**src/rtl/lsu_pkg.sv**
```systemverilog
// Shared load/store constants: funct3 access codes, bus widths and the
// request payload captured by the LSU for the duration of one transaction.
package lsu_pkg;

    localparam int unsigned LSU_ADDR_W = 32;
    localparam int unsigned LSU_DATA_W = 32;
    localparam int unsigned LSU_BE_W   = 4;

    // funct3 access size/sign encodings
    localparam logic [2:0] F3_B  = 3'b000;
    localparam logic [2:0] F3_H  = 3'b001;
    localparam logic [2:0] F3_W  = 3'b010;
    localparam logic [2:0] F3_BU = 3'b100;
    localparam logic [2:0] F3_HU = 3'b101;

    // One data-memory bus request as held on the req_* outputs
    typedef struct packed {
        logic                    we;
        logic [LSU_ADDR_W-1:0]   addr;
        logic [LSU_BE_W-1:0]     be;
        logic [LSU_DATA_W-1:0]   wdata;
    } lsu_req_t;

endpackage

```
**src/rtl/lsu_align.sv**
```systemverilog
// Combinational alignment helper for the LSU.
// Request side (live inputs): legality, byte enables and lane-replicated
// store data from funct3/addr_lo/wdata.
// Response side (captured values): shifts the read word down to the
// addressed lane and sign/zero-extends it.
//   mem_read, mem_write  op strobes
//   funct3, addr_lo      live access size and low address bits
//   wdata                store data
//   ld_funct3, ld_addr_lo captured size/offset used for load extraction
//   rdata                read word from the bus
//   legal_c              a single, aligned, supported op is present
//   be_c, wdata_c        byte enables and replicated store data
//   load_c               extended load result
module lsu_align
    import lsu_pkg::*;
#(
    parameter int unsigned DATA_W = LSU_DATA_W
) (
    input  logic              mem_read,
    input  logic              mem_write,
    input  logic [2:0]        funct3,
    input  logic [1:0]        addr_lo,
    input  logic [DATA_W-1:0] wdata,
    input  logic [2:0]        ld_funct3,
    input  logic [1:0]        ld_addr_lo,
    input  logic [DATA_W-1:0] rdata,
    output logic              legal_c,
    output logic [3:0]        be_c,
    output logic [DATA_W-1:0] wdata_c,
    output logic [DATA_W-1:0] load_c
);

    logic              align_ok;
    logic              load_f3_ok;
    logic              store_f3_ok;
    logic [DATA_W-1:0] shifted;

    // Legality: exactly one strobe, funct3 supported for the direction, natural alignment
    always_comb begin
        align_ok    = 1'b0;
        load_f3_ok  = 1'b0;
        store_f3_ok = 1'b0;
        case (funct3)
            F3_B:  begin align_ok = 1'b1;              load_f3_ok = 1'b1; store_f3_ok = 1'b1; end
            F3_H:  begin align_ok = ~addr_lo[0];       load_f3_ok = 1'b1; store_f3_ok = 1'b1; end
            F3_W:  begin align_ok = (addr_lo == 2'b00); load_f3_ok = 1'b1; store_f3_ok = 1'b1; end
            F3_BU: begin align_ok = 1'b1;              load_f3_ok = 1'b1; end
            F3_HU: begin align_ok = ~addr_lo[0];       load_f3_ok = 1'b1; end
            default: ;
        endcase
        legal_c = (mem_read ^ mem_write) && align_ok
                  && (mem_read ? load_f3_ok : store_f3_ok);
    end

    // Byte enables and store lane replication
    always_comb begin
        be_c    = 4'b0000;
        wdata_c = wdata;
        case (funct3)
            F3_B, F3_BU: begin
                be_c    = 4'b0001 << addr_lo;
                wdata_c = {4{wdata[7:0]}};
            end
            F3_H, F3_HU: begin
                be_c    = 4'b0011 << {addr_lo[1], 1'b0};
                wdata_c = {2{wdata[15:0]}};
            end
            F3_W:    be_c = 4'hF;
            default: ;
        endcase
    end

    // Load extraction from the captured offset, then extension
    always_comb begin
        shifted = rdata >> {ld_addr_lo, 3'b000};
        case (ld_funct3)
            F3_B:    load_c = {{(DATA_W-8){shifted[7]}}, shifted[7:0]};
            F3_H:    load_c = {{(DATA_W-16){shifted[15]}}, shifted[15:0]};
            F3_BU:   load_c = {{(DATA_W-8){1'b0}}, shifted[7:0]};
            F3_HU:   load_c = {{(DATA_W-16){1'b0}}, shifted[15:0]};
            default: load_c = shifted;
        endcase
    end

endmodule

```
**src/rtl/lsu.sv**
```systemverilog
// Load/store unit: turns one mem_read/mem_write from the datapath into a
// single word-aligned valid/ready request on the data-memory bus, stalls
// the core until it completes and returns extended load data.
//   clk, reset            clock, async active-high reset
//   mem_read, mem_write   op strobes from control
//   funct3, addr, wdata   access size/sign, byte address, store data
//   load_data             extended load result (valid in DONE)
//   stall, fault          combinational pipeline hold / illegal-op pulse
//   req_*                 registered bus request (valid/ready)
//   resp_valid, resp_rdata read response
module lsu
    import lsu_pkg::*;
#(
    parameter int unsigned DATA_W = LSU_DATA_W,
    parameter int unsigned ADDR_W = LSU_ADDR_W
) (
    input  logic              clk,
    input  logic              reset,
    input  logic              mem_read,
    input  logic              mem_write,
    input  logic [2:0]        funct3,
    input  logic [ADDR_W-1:0] addr,
    input  logic [DATA_W-1:0] wdata,
    output logic [DATA_W-1:0] load_data,
    output logic              stall,
    output logic              fault,
    output logic              req_valid,
    input  logic              req_ready,
    output logic              req_we,
    output logic [ADDR_W-1:0] req_addr,
    output logic [3:0]        req_be,
    output logic [DATA_W-1:0] req_wdata,
    input  logic              resp_valid,
    input  logic [DATA_W-1:0] resp_rdata
);

    localparam logic [1:0] S_IDLE = 2'd0;
    localparam logic [1:0] S_REQ  = 2'd1;
    localparam logic [1:0] S_WAIT = 2'd2;
    localparam logic [1:0] S_DONE = 2'd3;

    logic [1:0]        state;
    logic [1:0]        state_next;
    logic              capture;
    logic              load_en;
    lsu_req_t          req_q;
    logic              req_valid_q;
    logic [2:0]        cap_funct3;
    logic [1:0]        cap_addr_lo;
    logic [DATA_W-1:0] load_q;

    logic              legal_c;
    logic [3:0]        be_c;
    logic [DATA_W-1:0] wdata_c;
    logic [DATA_W-1:0] load_c;

    lsu_align #(.DATA_W(DATA_W)) u_align (
        .mem_read   (mem_read),
        .mem_write  (mem_write),
        .funct3     (funct3),
        .addr_lo    (addr[1:0]),
        .wdata      (wdata),
        .ld_funct3  (cap_funct3),
        .ld_addr_lo (cap_addr_lo),
        .rdata      (resp_rdata),
        .legal_c    (legal_c),
        .be_c       (be_c),
        .wdata_c    (wdata_c),
        .load_c     (load_c)
    );

    // State register
    always_ff @(posedge clk or posedge reset) begin
        if (reset) state <= S_IDLE;
        else       state <= state_next;
    end

    // Next state, capture/load strobes, stall and fault
    always_comb begin
        state_next = state;
        capture    = 1'b0;
        load_en    = 1'b0;
        stall      = 1'b0;
        fault      = 1'b0;
        case (state)
            S_IDLE: begin
                if (legal_c) begin
                    capture    = 1'b1;
                    stall      = 1'b1;
                    state_next = S_REQ;
                end else begin
                    fault = mem_read | mem_write;
                end
            end
            S_REQ: begin
                stall = 1'b1;
                if (req_ready) state_next = req_q.we ? S_DONE : S_WAIT;
            end
            S_WAIT: begin
                stall = 1'b1;
                if (resp_valid) begin
                    load_en    = 1'b1;
                    state_next = S_DONE;
                end
            end
            default: state_next = S_IDLE;
        endcase
    end

    // Request payload and load result registers
    always_ff @(posedge clk or posedge reset) begin
        if (reset) begin
            req_q       <= '0;
            req_valid_q <= 1'b0;
            cap_funct3  <= 3'b000;
            cap_addr_lo <= 2'b00;
            load_q      <= '0;
        end else begin
            req_valid_q <= (state_next == S_REQ);
            if (capture) begin
                req_q.we    <= mem_write;
                req_q.addr  <= {addr[ADDR_W-1:2], 2'b00};
                req_q.be    <= be_c;
                req_q.wdata <= wdata_c;
                cap_funct3  <= funct3;
                cap_addr_lo <= addr[1:0];
            end
            if (load_en) load_q <= load_c;
        end
    end

    assign req_valid = req_valid_q;
    assign req_we    = req_q.we;
    assign req_addr  = req_q.addr;
    assign req_be    = req_q.be;
    assign req_wdata = req_q.wdata;
    assign load_data = load_q;

endmodule

```
**config.mk**
```make
export PLATFORM = sky130hd
export DESIGN_NAME = lsu
export DESIGN_NICKNAME = d
export VERILOG_FILES = /design/src/rtl/lsu_pkg.sv /design/src/rtl/lsu_align.sv /design/src/rtl/lsu.sv
export SDC_FILE = /design/constraint.sdc
export NUM_CORES = 1
export LEC_CHECK = 0
export ABC_AREA = 1
export BUFFER_PORTS_ARGS = -buffer_cell sky130_fd_sc_hd__buf_2
export CAP_MARGIN = 40
export CORE_ASPECT_RATIO = 0.9
export CORE_MARGIN = 5
export CORE_UTILIZATION = 46
export CTS_BUF_LIST = sky130_fd_sc_hd__clkbuf_4 sky130_fd_sc_hd__clkbuf_8
export CTS_CLUSTER_DIAMETER = 40
export DETAILED_ROUTE_END_ITERATION = 7
export GPL_ROUTABILITY_DRIVEN = 0
export GPL_TIMING_DRIVEN = 0
export PLACE_DENSITY = 0.88
export SETUP_SLACK_MARGIN = 0.05
export SLEW_MARGIN = 10
export SYNTH_ARGS = -nofsm -noshare
export SYNTH_HDL_FRONTEND = slang
export SYNTH_SLANG_ARGS = --single-unit
```
**constraint.sdc**
```tcl
create_clock -name clk -period 3.95 [get_ports clk]
set_input_delay 0.5925 -clock clk [delete_from_list [all_inputs] [get_ports clk]]
set_output_delay 0.5925 -clock clk [all_outputs]
set_load 0.005 [all_outputs]
```
==> results.tsv, run 1 <==
metric	value	unit
CTS tree	built	
Wirelength per Cell	14.4	um
count of yosys warnings during synthesis	0	
Distinct cells, synth	25	
global-route wire length before repair	25500	um
core area	11400	um^2
final worst-path cycle share	0.639	
area of the multi-input gates	2220	um^2
number of DRC markers in iteration 0	297	
RSZ-0062 raised after global routing	false	
Avg Inst Size Synth	7.50	um^2
GRT overflow	0	
H-tree depth	3	
Initial Util	0.470	
final-report setup violation count	0	
vias in the first global route	5281	
clk_skew	0.0170	ns
max_slew headroom	0.643	
final hold violation count	0	
Syn-to-layout area delta	27.1	%
largest net degree at the start of global routing	76	
Reg area	2680	um^2
nets@finish	1042	
clock buffer depth	2	
cts bufs inserted	9	
Critical path origin	mem_read	
Arrival @ worst endpoint	1.93	ns
Rows	37	
die area	13900	um^2
later-pin clock latency in the skew report	0.37	ns
DRC	0	
post-place instance area	6610	um^2
final wirelength	15800	um
routed vias	5327	
io pins	209	
root buf cell	clkbuf_8	
hold_buf cts	0	
worst-path fanout max	10	
share of the synthesized area in the top cell type	0.501	
measured slew at the worst slew-check pin	0.536	ns
Setup Crit Path Kind	in -> out	
CTS Sinks	107	
maximum VDD drop	0.000373	V
max_cap viols	0	
Die Y	112	um
Die W	124	um
synthesis-stage register bit count	107	
final slew viol count	0	
Period minus WS final	2.53	ns
post-route ant nets	0	
Antenna Cells	0	
PortBufs	206	
Cells after Synth	713	
placed wire-length estimate	12300	um
CP required	3.36	ns
Worst Setup End Kind	output port	
f_max	396	MHz
via density per instance	4.88	
status	finished, final reports clean	
Synth area leaders	dfrtp_1, nand2_1, inv_1	
Mapped Area	5350	um^2
Yosys top cell by area	dfrtp_1	
Tot Pwr	4.78	mW
post-layout instance area	6800	um^2
share of layout cells above drive strength 1	0.289	
initial antenna violation count	0	
CP startpoint kind	input pin	
Leak	3.95	nW
Layout fillers	1042	
Worst Hold Class	in -> async	
Clock transition at path regs	0.10	ns
register area share after synthesis	0.501	
gr usage total	0.232	
CTS resizes	0	
post-CTS setup buffer count	0	
Pwr Density	702	nW/um^2
Crit Reg-Reg Startpoint	state[0]	
TritonRoute pass-1 iters	5	
==> cell usage in the layout, fill, tap and decap left out, drive strengths merged, types with 2 or more instances in the layout <==
master and n:
buf 236, nor2 35, or2 7, nor3 4, o211ai 14, ha 5
conb 2, o21bai 16, a21oi 9, o21ai 52, nand3 25, nand2 338
inv 63, clkbuf 18, dfrtp 107
==> kinds of logic after synthesis <==
logic type,after synthesis,share of synthesized area
and+or+nand+nor,409,0.302
DFF,107,0.501
buffers and inverters,99,0.0842
AOI/OAI and AO/OA,92,0.101
adders and majority gates,5,0.0117
other,1,0.000701
==> critical path, stage by stage <==
cell     delay [ns]
buf_2          0.09
inv_1          0.04
ha_1           0.27
nand2_1        0.05
nor2_1         0.16
nand3_2        0.11
buf_6          0.15
buf_2          0.19
a21oi_1        0.14
buf_2          0.14
==> sequential cells by signal, indices dropped and copies added (netlist names) <==
signal and cells:
req_wdata 32, req_addr 30, state 2, req_valid 1, load_data 32, cap_funct3 3, req_we 1, cap_addr_lo 2
req_be 4
==> through the flow <==
stage                     std cells  utilization  TNS [ns]  setup WS [ns]  hold WS, ns
after global routing           1091        0.597         0           1.28        0.183
after detailed placement       1077        0.581         0           1.40        0.460
after CTS                      1091        0.597         0           1.40        0.174
after global placement         1076        0.578    -73.32         -0.693        0.458
after floorplan                 714            -         0          0.540        0.472
final                          1091        0.597         0           1.42        0.188
==> final timing paths <==
path                                  to  slack, ns  depth (start not counted)
setup / recovery                   stall       1.42                         10
hold / removal              req_addr[12]       0.19                          2
setup reg to reg           load_data[31]       1.84                          9
hold reg to reg             req_addr[14]       0.48                          2
max in group asynchronous  req_wdata[27]       3.09                          3
min in group clk            req_addr[11]       0.41                          3
==> metal layers <==
metal	part of all wire	vias up	global-route usage
met5	0	-	0
met4	0.026	0	0.0819
met3	0.099	36	0.0751
met2	0.47	222	0.374
met1	0.41	2438	0.292
li1	-	2631	-
==> power by group <==
part / switching, mW / total, mW / internal, mW / leakage (nW)
combinational: 1.23 / 2.17 / 0.945 / 2.54
clock: 0.373 / 0.679 / 0.306 / 0.0946
sequential: 0.303 / 1.92 / 1.62 / 1.32
==> cells in the mapped netlist, drive strengths merged <==
master  number
inv         62
conb         1
a21oi        9
nor3         4
o21a         1
o21bai      16
dfrtp      107
or2          7
o21ai       52
ha           5
nand2      338
clkbuf       8
o211ai      14
nand3       25
buf         29
nor2        35
==> cell type report <==
type | instances | share of cell area
plain buffers | 37 | 0.0316
clock buffers | 10 | 0.0202
clock inverters | 4 | 0.00754
inverters | 62 | 0.0353
multi-input cells | 508 | 0.327
flip-flops and latches | 107 | 0.394
well taps | 156 | 0.0287
repair buffers | 207 | 0.156
Power figures use the tool's default switching activity.
==> run 2: changes to the inputs <==
Settings changed: ABC_AREA 1 to 0.
Clock period 3.95 ns to 2.45 ns, I/O delays scaled along.
==> run 2 against run 1 <==
Effect of this change:
- critical path depth down 3
- total power up 63%
- non-clock buffer count down 5
- core utilization up 0.48 points
- sequential share of layout area down 0.47 points
- highest routed layer unchanged
- clock power up 78%
- sequential power up 63%
- final cell count down 28%
- global-route usage down 1.1 points
- clock-buffer cell count up 1
==> results.tsv, run 2 <==
metric	value	unit	change
worst-path fanout max	10		unchanged
cts bufs inserted	9		unchanged
synthesis-stage register bit count	107		unchanged
H-tree depth	3		unchanged
measured slew at the worst slew-check pin	0.719	ns	was 0.536 ns
Setup Crit Path Kind	reg -> out		was in -> out
Die Y	112	um	about the same
largest net degree at the start of global routing	38		was 76
Distinct cells, synth	45		was 25
Reg area	2680	um^2	unchanged
Period minus WS final	2.29	ns	
final-report setup violation count	0		unchanged
Synth area leaders	dfrtp_1, mux2_4, mux2_2		was dfrtp_1, nand2_1, inv_1
Rows	37		unchanged
final worst-path cycle share	0.934		
CP required	2.08	ns	was 3.36 ns
Clock transition at path regs	0.09	ns	was 0.10 ns
Leak	3.45	nW	was 3.95 nW
commonest cells in the netlist	dfrtp_1, mux2_4, mux2_2		was nand2_1, dfrtp_1, inv_1
post-CTS setup buffer count	0		unchanged
Worst Hold Class	in -> reg		was in -> async
Cells after Synth	408		was 713
placed wire-length estimate	11600	um	was 12300 um
nets@finish	739		was 1042
io pins	209		unchanged
number of DRC markers in iteration 0	284		was 297
met1 WL	6300	um	was 6440 um
post-layout instance area	6880	um^2	was 6800 um^2
via density per instance	5.30		was 4.88
Wirelength per Cell	19.2	um	was 14.4 um
global-route wire length before repair	23800	um	was 25500 um
CP startpoint kind	register		was input pin
Syn-to-layout area delta	28.6	%	was 27.1%
routed vias	4185		was 5327
Post-synth EDFFs	0		unchanged
max_slew headroom	0.520		was 0.643
maximum VDD drop	0.000665	V	was 0.000373 V
Sum Neg Setup Slack	0	ns	unchanged
leading cell type in the layout, fill and taps excluded	buf_2		was nand2_1
RSZ-0062 raised after global routing	true		was false
Yosys top cell by area	dfrtp_1		unchanged
final slew viol count	0		unchanged
Worst Setup End Kind	output port		unchanged
Avg Inst Size Synth	13.1	um^2	was 7.50 um^2
register area share after synthesis	0.500		was 0.501
share of the synthesized area in the top cell type	0.500		was 0.501
clock buffer depth	2		unchanged
GRT overflow	0		unchanged
Arrival @ worst endpoint	1.92	ns	was 1.93 ns
area of the multi-input gates	2430	um^2	was 2220 um^2
WL met2	7390	um	was 7350 um
root buf cell	clkbuf_8		unchanged
final wirelength	15100	um	was 15800 um
Layout fillers	906		was 1042
gr usage total	0.221		was 0.232
CTS tree	built		unchanged
initial antenna violation count	0		unchanged
status	finished, final reports clean		unchanged
share of layout cells above drive strength 1	0.518		was 0.289
count of yosys warnings during synthesis	0		unchanged
Hold Slack	0.205	ns	was 0.188 ns
final hold violation count	0		unchanged
f_max	437	MHz	
die area	13900	um^2	about the same
post-place instance area	6640	um^2	was 6610 um^2
TritonRoute pass-1 iters	5		unchanged
Initial Util	0.468		was 0.470
Pwr Density	1130	nW/um^2	was 702 nW/um^2
CTS Sinks	107		unchanged
Top Layer Used	met4		unchanged
PortBufs	205		was 206
vias in the first global route	4611		was 5281
later-pin clock latency in the skew report	0.38	ns	was 0.37 ns
clk_skew	0.0106	ns	was 0.0170 ns
post-route ant nets	0		unchanged
Tot Pwr	7.78	mW	was 4.78 mW
core area	11400	um^2	about the same
ys flop type	dfrtp_1		unchanged
most frequent cell after synthesis	dfrtp_1		was nand2_1
Die W	124	um	about the same
DRC	0		unchanged
Antenna Cells	0		unchanged
max_cap viols	0		unchanged
met3 routed WL	1290	um	was 1560 um
Post-synth ARST share	1.00		unchanged
Mapped Area	5350	um^2	about the same
most frequent cells in the layout	buf_2, dfrtp_1, mux2_4		was nand2_1, buf_2, dfrtp_1
-- run 2: cell count changes after synthesis, moves of 11 or more --
cell / previous run / this run
o211ai_1: 14 / 1
o21bai_1: 16 / 1
o21ai_1: 17 / 0
a221o_1: 0 / 16
nor2_1: 31 / 19
mux2_4: 0 / 50
o21ai_0: 35 / 17
buf_2: 16 / 5
inv_1: 57 / 8
mux2_2: 0 / 34
mux2i_1: 0 / 25
nand3_1: 23 / 2
mux2_1: 0 / 12
nand2_1: 337 / 28
-- run 2: worst paths after layout --
| kind | start | endpoint | slack (ns) | depth (start not counted) |
|---|---|---|---|---|
| hold / removal | addr[11] | req_addr[11] | 0.20 | 2 |
| hold reg to reg | load_data[1] | load_data[1] | 0.49 | 2 |
| setup reg to reg | state[0] | load_data[17] | 0.24 | 7 |
| max in group asynchronous | reset | req_addr[31] | 1.19 | 5 |
| min in group asynchronous | reset | load_data[29] | 0.53 | 3 |
| setup / recovery | state[1] | stall | 0.16 | 7 |
-- run 2: stage by stage --
step | instances | util | setup slack (ns)
6_report | 789 | 0.602 | 0.161
3_5_place_dp | 773 | 0.581 | 0.162
4_1_cts | 789 | 0.601 | 0.101
3_3_place_gp | 770 | 0.575 | 0.151
5_1_grt | 789 | 0.602 | 0.0332
2_1_floorplan | 409 | - | 0.448
-- run 2: final cells by class --
class,instances,share of cell area
Clock buffer,11,0.0211
Buffer,30,0.0334
Timing Repair Buffer,209,0.159
Multi-Input combinational cell,264,0.353
Sequential cell,107,0.389
Tap cell,156,0.0284
Inverter,8,0.00491
Clock inverter,4,0.0109
-- run 2: report_power, final --
group / switching (mW) / internal [mW] / leakage (nW)
registers: 0.524 / 2.61 / 1.31
logic: 1.52 / 1.92 / 2.04
clock network: 0.602 / 0.610 / 0.105
-- run 2: routing by layer --
layer | vias up | track usage
met2 | 209 | 0.366
met1 | 2051 | 0.279
li1 | 1912 | -
met4 | 0 | 0.0686
met3 | 13 | 0.0625
met5 | - | 0
-- run 2: what timing repair did --
action / 4_1_cts / 5_1_grt
hold buffers: 1 / 0
resized for setup: 1 / 2
setup endpoints to repair: 1 / 9
endpoints found under the hold margin: 14 / 0
gates cloned: 0 / 0
pin swaps: 0 / 1
-- run 2: cells by family after synthesis --
kind of cell               share of synthesized area
muxes                                          0.288
adders and majority gates                     0.0117
other                                       0.000701
AOI/OAI and AO/OA                              0.101
buffers and inverters                         0.0479
DFF                                            0.500
and+or+nand+nor                               0.0500
-- run 2: worst max-delay path: stages, from the launching register on --
cell and delay, ns:
dfrtp_1 0.44, inv_1 0.10, ha_2 0.24, and3_1 0.21, buf_8 0.18, buf_8 0.15
o21a_1 0.11, buf_2 0.11
